[src/rtl/div_iter.sv]
// Multi-cycle signed divider: restoring shift-subtract, one quotient bit
// per clock, truncating toward zero with saturation on overflow.
module div_iter #(
    parameter int WIDTH = 16
) (
    input  logic             clk,
    input  logic             rst,
    input  logic             start,
    input  logic [WIDTH-1:0] Rs,
    input  logic [WIDTH-1:0] Rt,
    output logic [WIDTH-1:0] Quot,
    output logic [WIDTH-1:0] Rem,
    output logic             V,
    output logic             busy,
    output logic             done
);

    typedef enum logic [1:0] {IDLE, CALC, FIX} state_t;

    localparam logic [WIDTH-1:0] SAT_POS = {1'b0, {(WIDTH-1){1'b1}}};
    localparam logic [WIDTH-1:0] SAT_NEG = {1'b1, {(WIDTH-1){1'b0}}};
    localparam logic [3:0]       LAST    = 4'(WIDTH - 1);

    state_t           state;
    logic [3:0]       count;
    logic [WIDTH-1:0] dvd;
    logic [WIDTH-1:0] rem;
    logic [WIDTH:0]   dsr;
    logic [WIDTH-1:0] rs_l;
    logic             neg_s;
    logic             neg_t;
    logic             divz;
    logic             ovf;

    logic [WIDTH:0]   rem_sh;
    logic [WIDTH+1:0] trial;
    logic             fits;
    logic [WIDTH-1:0] q_fix;
    logic [WIDTH-1:0] r_fix;

    always_comb begin
        rem_sh = {rem, dvd[WIDTH-1]};
        trial  = {1'b0, rem_sh} - {1'b0, dsr};
        // a non-negative trial is always below the divisor, so bit WIDTH is 0
        fits   = ~|trial[WIDTH+1:WIDTH];
        q_fix  = (neg_s ^ neg_t) ? -dvd : dvd;
        r_fix  = neg_s ? -rem : rem;
    end

    always_ff @(posedge clk or posedge rst) begin
        if (rst) begin
            state <= IDLE;
            count <= '0;
            dvd   <= '0;
            rem   <= '0;
            dsr   <= '0;
            rs_l  <= '0;
            neg_s <= 1'b0;
            neg_t <= 1'b0;
            divz  <= 1'b0;
            ovf   <= 1'b0;
            Quot  <= '0;
            Rem   <= '0;
            V     <= 1'b0;
            busy  <= 1'b0;
            done  <= 1'b0;
        end else begin
            done <= 1'b0;
            unique case (state)
                IDLE: begin
                    if (start) begin
                        // two's-complement negate of the minimum value is exact
                        dvd   <= Rs[WIDTH-1] ? -Rs : Rs;
                        dsr   <= {1'b0, Rt[WIDTH-1] ? -Rt : Rt};
                        rs_l  <= Rs;
                        neg_s <= Rs[WIDTH-1];
                        neg_t <= Rt[WIDTH-1];
                        divz  <= (Rt == '0);
                        ovf   <= (Rs == SAT_NEG) && (Rt == '1);
                        rem   <= '0;
                        count <= '0;
                        busy  <= 1'b1;
                        state <= CALC;
                    end
                end
                CALC: begin
                    if (fits) begin
                        rem <= trial[WIDTH-1:0];
                        dvd <= {dvd[WIDTH-2:0], 1'b1};
                    end else begin
                        rem <= rem_sh[WIDTH-1:0];
                        dvd <= {dvd[WIDTH-2:0], 1'b0};
                    end
                    count <= count + 4'd1;
                    if (count == LAST)
                        state <= FIX;
                end
                FIX: begin
                    if (divz) begin
                        Quot <= neg_s ? SAT_NEG : SAT_POS;
                        Rem  <= rs_l;
                        V    <= 1'b1;
                    end else if (ovf) begin
                        Quot <= SAT_POS;
                        Rem  <= '0;
                        V    <= 1'b1;
                    end else begin
                        Quot <= q_fix;
                        Rem  <= r_fix;
                        V    <= 1'b0;
                    end
                    done  <= 1'b1;
                    busy  <= 1'b0;
                    state <= IDLE;
                end
                default: state <= IDLE;
            endcase
        end
    end

endmodule
[config.mk]
export PLATFORM = sky130hd
export DESIGN_NAME = div_iter
export DESIGN_NICKNAME = d
export VERILOG_FILES = /design/src/rtl/div_iter.sv
export SDC_FILE = /design/constraint.sdc
export NUM_CORES = 1
export LEC_CHECK = 0
export BUFFER_PORTS_ARGS = -buffer_cell sky130_fd_sc_hd__buf_4
export CAP_MARGIN = 30
export CORE_MARGIN = 2
export CORE_UTILIZATION = 60
export CTS_CLUSTER_DIAMETER = 200
export DETAILED_ROUTE_END_ITERATION = 8
export PLACE_DENSITY = 0.81
export SLEW_MARGIN = 20
export SYNTH_ARGS = -nofsm -noshare
export SYNTH_HDL_FRONTEND = slang
export SYNTH_SLANG_ARGS = --single-unit
[constraint.sdc]
create_clock -name clk -period 6.57 [get_ports clk]
set_input_delay 0.3285 -clock clk [delete_from_list [all_inputs] [get_ports clk]]
set_output_delay 0.3285 -clock clk [all_outputs]
set_load 0.01 [all_outputs]
# Word level (Yosys, flattened, before mapping)
# Cells that the tools add are included.
totals:
  ff_bits: 109
  in_bits: 35
  out_inout_bits: 35
  wordCells: 64
op_classes:
  add_sub_neg: 6
  n_eq_ne: 7
  n_mux: 25
  bitwise_logic: 1
  reduce_logical: 10
ops:
  columns: ["cell", "n"]
  rows:
  - ["16-bit 2-to-1 mux", 12]
  - ["16-bit negation", 4]
  - ["16-bit case mux with 2 select lines", 2]
  - ["16-bit == test (second input constant)", 2]
  - ["17-bit by 16-bit subtractor with 18-bit output", 1]
  - ["16-bit logical NOT", 1]
  - ["4-bit case mux with 2 select lines", 1]
  - ["2-bit AND reduction", 4]
  - ["1-bit 2-to-1 mux", 5]
  - ["4-bit by 1-bit adder with 4-bit output (second input constant)", 1]
  - ["4-bit == test (second input constant)", 1]
  - ["2-bit 2-to-1 mux", 2]
  - ["4-bit 2-to-1 mux", 1]
  - ["2-bit inequality test (second input constant)", 2]
  - ["2-bit case mux with 2 select lines", 1]
  - ["2-bit nonzero test", 2]
  - ["2-bit by 1-bit == test with 1-bit output (second input constant)", 1]
  - ["2-bit == test (second input constant)", 1]
  - ["2-bit logical NOT", 1]
  - ["1-bit case mux with 2 select lines", 1]
  - ["2-bit OR reduction", 1]
  - ["1-bit logical AND", 1]
  - ["1-bit XOR", 1]

# Logic depth before layout (Yosys ltp)
depth:
  ltp_word: 4
  ltp_mapped: 13
  ltp_nobuf: 11

# Worst setup path after synthesis
# OpenSTA, ideal clock, no wires.
synth_path:
  path_type: "reg2reg"
  start: "reg dvd[15]"
  end: "reg dvd[0]"
  setup_time_ns: 0.127
  arrival_time_ns: 2.709
  t_required_ns: 6.443
  setup_slack_ns: 3.734
  stages_incl_launch_ff: 14
  path_buffers: 2
  synth_period_minus_slack_ns: 2.836
  cell_sequence: "dfrtp_1 -> inv_1 -> ha_1 -> fa_1 -> nor2b_1 -> o31ai_1 -> a31oi_1 -> a21oi_1 -> mux2i_1 -> a21oi_1 -> buf_2 -> buf_4 -> a222oi_1 -> inv_1"
synth_via:
  elab_chain_len: 4
synth_rtl:
  columns: ["item", "line_no", "source"]
  rows:
  - ["start: declaration", "26", "logic [WIDTH-1:0] dvd;"]
  - ["start signal: assignment", "73", "dvd <= Rs[WIDTH-1] ? -Rs : Rs;"]
  - ["start signal: assignment", "89", "dvd <= {dvd[WIDTH-2:0], 1'b1};"]
  - ["start signal: assignment", "92", "dvd <= {dvd[WIDTH-2:0], 1'b0};"]
  - ["17-bit by 16-bit subtractor with 18-bit output", "43", "trial = {1'b0, rem_sh} - {1'b0, dsr};"]
  - ["2-bit OR reduction", "45", "fits = ~|trial[WIDTH+1:WIDTH];"]
  - ["1-bit 2-to-1 mux", "87", "if (fits) begin"]
  - ["16-bit case mux with 2 select lines", "69", "unique case (state)"]
# No other way between the ends.
# A chain may end at the register's enable or synchronous reset.

# Worst setup path in the final report
layout_path:
  start: "reg dvd[15]"
  end: "reg rem[7]"
layout_via:
  elab_chain_len: 4
layout_rtl:
  columns: ["item", "line_no", "source"]
  rows:
  - ["17-bit by 16-bit subtractor with 18-bit output *", "43", null]
  - ["2-bit OR reduction", "45", null]
  - ["16-bit 2-to-1 mux *", "87", null]
  - ["16-bit case mux with 2 select lines *", "69", null]
  - ["end signal: assignment", "88", "rem <= trial[WIDTH-1:0];"]
  - ["end signal: assignment", "91", "rem <= rem_sh[WIDTH-1:0];"]
  - ["end: declaration", "27", "logic [WIDTH-1:0] rem;"]
# Mark *: on every way between the ends. The rest lies on a longest branch, timed or not.

==> key figures <==
Setup path
  • Reg2reg setup slack: 3100 ps
  • Largest stage delay, worst path: between 500 and 600 ps
  • Worst r2r src: dvd[15]
  • CP endpoint kind: flip-flop
  • Critical path's top delay family: compound AO/OA/AOI/OAI gates
  • Critical path, cell by cell: inv_1, ha_1, fa_1, nor2b_1, o31ai_1, a31oi_1, a21oi_1, mux2i_1, a21oi_2, buf_6, mux2i_1, o21ai_0
  • Worst Path Arrival: between 3000 and 4000 ps
  • Crit-path most repeated cell: mux2i_1
  • Worst r2r dst: rem[7]
  • Worst path slowest cell: a21oi_2
  • CP required: between 6000 and 7000 ps
  • Crit path kind: flip-flop to flip-flop
  • Max FO, Critical Path: 12
  • Setup crit start kind: flip-flop
  • Crit path buffers/inverters: 2
  • Reg2reg path depth: 12

Synth
  • Number of enable flip-flop cells after synthesis: 0
  • Synth cell types: 56
  • Synth top area cells: dfrtp_1, nand2_1, xnor2_1
  • Avg Cell Area, Syn: roughly 8.9 um2
  • Synth Instances: 724
  • Mapped Area: about 6400 um2
  • Dominant synthesized flop cell: dfrtp_1
  • Sequential share of the synthesized area: between 40 and 50%
  • Synth warn: 0
  • Synth Register Bits: 108
  • Syn Nets: between 700 and 800
  • Asr flop ratio synth: 100.0%
  • Synth top area share: 42.16%
  • Leading area contributor after synthesis: dfrtp_1

Floorplanning
  • Die W: approximately 110 um
  • I/O pin total: 70
  • Num rows: 37
  • Area of the core: about 10000 um2
  • Die ar.: 11530 um2
  • Die Height: around 110 um
  • Starting Density: between 60% and 70%

Finish
  • Final nets: about 830
  • Final core occ: between 60% and 70%
  • Area growth from synthesis to final layout: 12.49%
  • Ant. Diodes: 0
  • Area of the multi-input gates: 3465 um2
  • FF/Latch Area: ~2700 um2
  • Commonest cells after routing, fill and taps aside: nand2_1, dfrtp_1, buf_4
  • Layout cells sized above 1: between 10% and 20%
  • # fillers: 847
  • Design area: 7211 um2
  • Commonest non-fill, non-tap cell in the layout: nand2_1

GRT
  • Total grt overflow: 0
  • Largest net degree at the start of global routing: 63
  • Number of global-route vias before repair: approximately 5300
  • GRT Util Overall: about 30%
  • First-pass GRT wire length: approximately 26000 um
  • Initial antenna violation count: 0

Place
  • Post-place setup slack: about 3200 ps
  • Routability cong.: about 0.88
  • HPWL after DPL: 11980 um
  • Port bufs: a little under 70
  • Area of placed instances: around 7000 um2

Drt
  • Vias/cell: between 6 and 7
  • Drt first pass iters: 5
  • WL/cell: 17.60 um
  • DRT Wirelength: roughly 16000 um
  • Vias: around 5600
  • DRC: 0
  • Final ANT Viol Nets: 0
  • DR iter-0 viols: a little under 500

CTS
  • Clk sinks: between 100 and 150
  • TritonCTS clock tree: built
  • Setup Fix Bufs, Post-CTS: 0
  • CTS Root Cell: clkbuf_8
  • TritonCTS Buffers: 9
  • H-tree levels: 3
  • CTS Buffer Depth: 2
  • Worst-path clk slew: between 100 and 150 ps
  • # resized after CTS: 0
  • Hold_buf cts: 0
  • Clock Latency Late Sink: about 380 ps

STA
  • Fin crit share: roughly 53%
  • RSZ-0062 raised after global routing: false
  • Setup violators final: 0
  • Worst Max-Slew Pin Slew: slightly below 1000 ps
  • Final WS setup: about 3100 ps
  • Pins over their slew limit: 0
  • Slew HR: between 30% and 40%
  • Hold WS: -8.180 ps
  • Post-layout min period: ~3500 ps
  • Fin. Hold Viols: 5
  • Fmax: between 200 and 300 MHz
  • Setup TNS: 0 ps
  • Clock Skew: 16.11 ps

Min path
  • HP Class: input port to asynchronous set/reset pin

Run status
  • Status: complete, but fails checks
  • Failing checks: hold timing

Pwr
  • Peak supply drop: approximately 230 uV
  • Leak: ~0.0033 uW
  • Pwr dens: slightly below 500 nW/um2

Flow run
  • Max Cap Viol: 0
-- worst max-delay path by stage --
stage                        from      end  slack, ps  cells after the start
final                     dvd[15]   rem[7]       3100                     12
after CTS                 dvd[15]   rem[7]       3140                     12
after global placement    dvd[15]   rem[1]       3040                     11
after floorplan               rst  Quot[0]       3400                      1
after detailed placement  dvd[15]   rem[7]       3170                     12
after global routing      dvd[15]  rem[10]       2900                     12
-- stage by stage --
| stage | hold slack (ps) | power (uW) | std cells |
|---|---|---|---|
| finish | -8.180 | 3584 | 916 |
| global route | 41.20 | 3870 | 916 |
| CTS | 13.11 | 3562 | 916 |
| detailed placement | 436.2 | 3159 | 900 |
| global placement | 428.0 | 3046 | 899 |
| floorplan | 433.9 | 2622 | 724 |
-- kinds of logic (layout without fill, tap and decap cells) --
logic type      Yosys count  count (layout)  synth area share [%]
simple gates            229             229                 16.18
compound gates          214             214                 21.08
flops                   108             108                 42.16
xor+xnor                 69              69                 9.428
buf+inv                  65             121                 4.040
fa+ha+maj                23              23                 4.607
mux                      16              16                 2.498
-- layer usage --
layer	GRT usage (%)	share of wire, %	vias up
met5	0	0	-
met4	10.07	2.1	0
met3	4.419	6.6	29
met2	44.85	46	234
met1	42.33	46	2705
li1	-	-	2658
-- area by class of cell --
| cell class | instances | share of cell area (%) |
|---|---|---|
| clock buffers | 9 | 1.718 |
| repair buffers | 75 | 7.860 |
| well taps | 136 | 2.360 |
| multi-input cells | 551 | 48.05 |
| inverters | 30 | 1.596 |
| flip-flops and latches | 108 | 37.48 |
| clock inverters | 7 | 0.9370 |
-- report_power, final --
| group | switching [uW] | internal, uW |
|---|---|---|
| Combinational | 1080 | 873 |
| Sequential | 304 | 925 |
| Clock | 254 | 149 |
| Total | 1640 | 1950 |
-- Yosys cell counts (5+ instances only) --
library cell / instances
a21o_1: 18
a21oi_1: 48
a221oi_1: 14
a22oi_1: 5
a31oi_1: 6
and3_1: 7
clkbuf_1: 28
dfrtp_1: 108
ha_1: 22
inv_1: 28
mux2i_1: 16
nand2_1: 112
nand2b_1: 9
nand4_1: 5
nor2_1: 54
nor3_1: 7
o21ai_0: 60
o22ai_1: 18
o31ai_1: 18
o41ai_1: 8
or3_1: 8
xnor2_1: 39
xor2_1: 30
-- state kept, by name (all words and copies together) (netlist names) --
| name | cells |
|---|---|
| V | 1 |
| ovf | 1 |
| busy | 1 |
| dvd | 16 |
| rs_l | 16 |
| Quot | 16 |
| neg_t | 1 |
| dsr | 16 |
| state | 2 |
| rem | 16 |
| divz | 1 |
| done | 1 |
| count | 4 |
| Rem | 16 |
No activity file was read; power rests on OpenSTA's default activity.
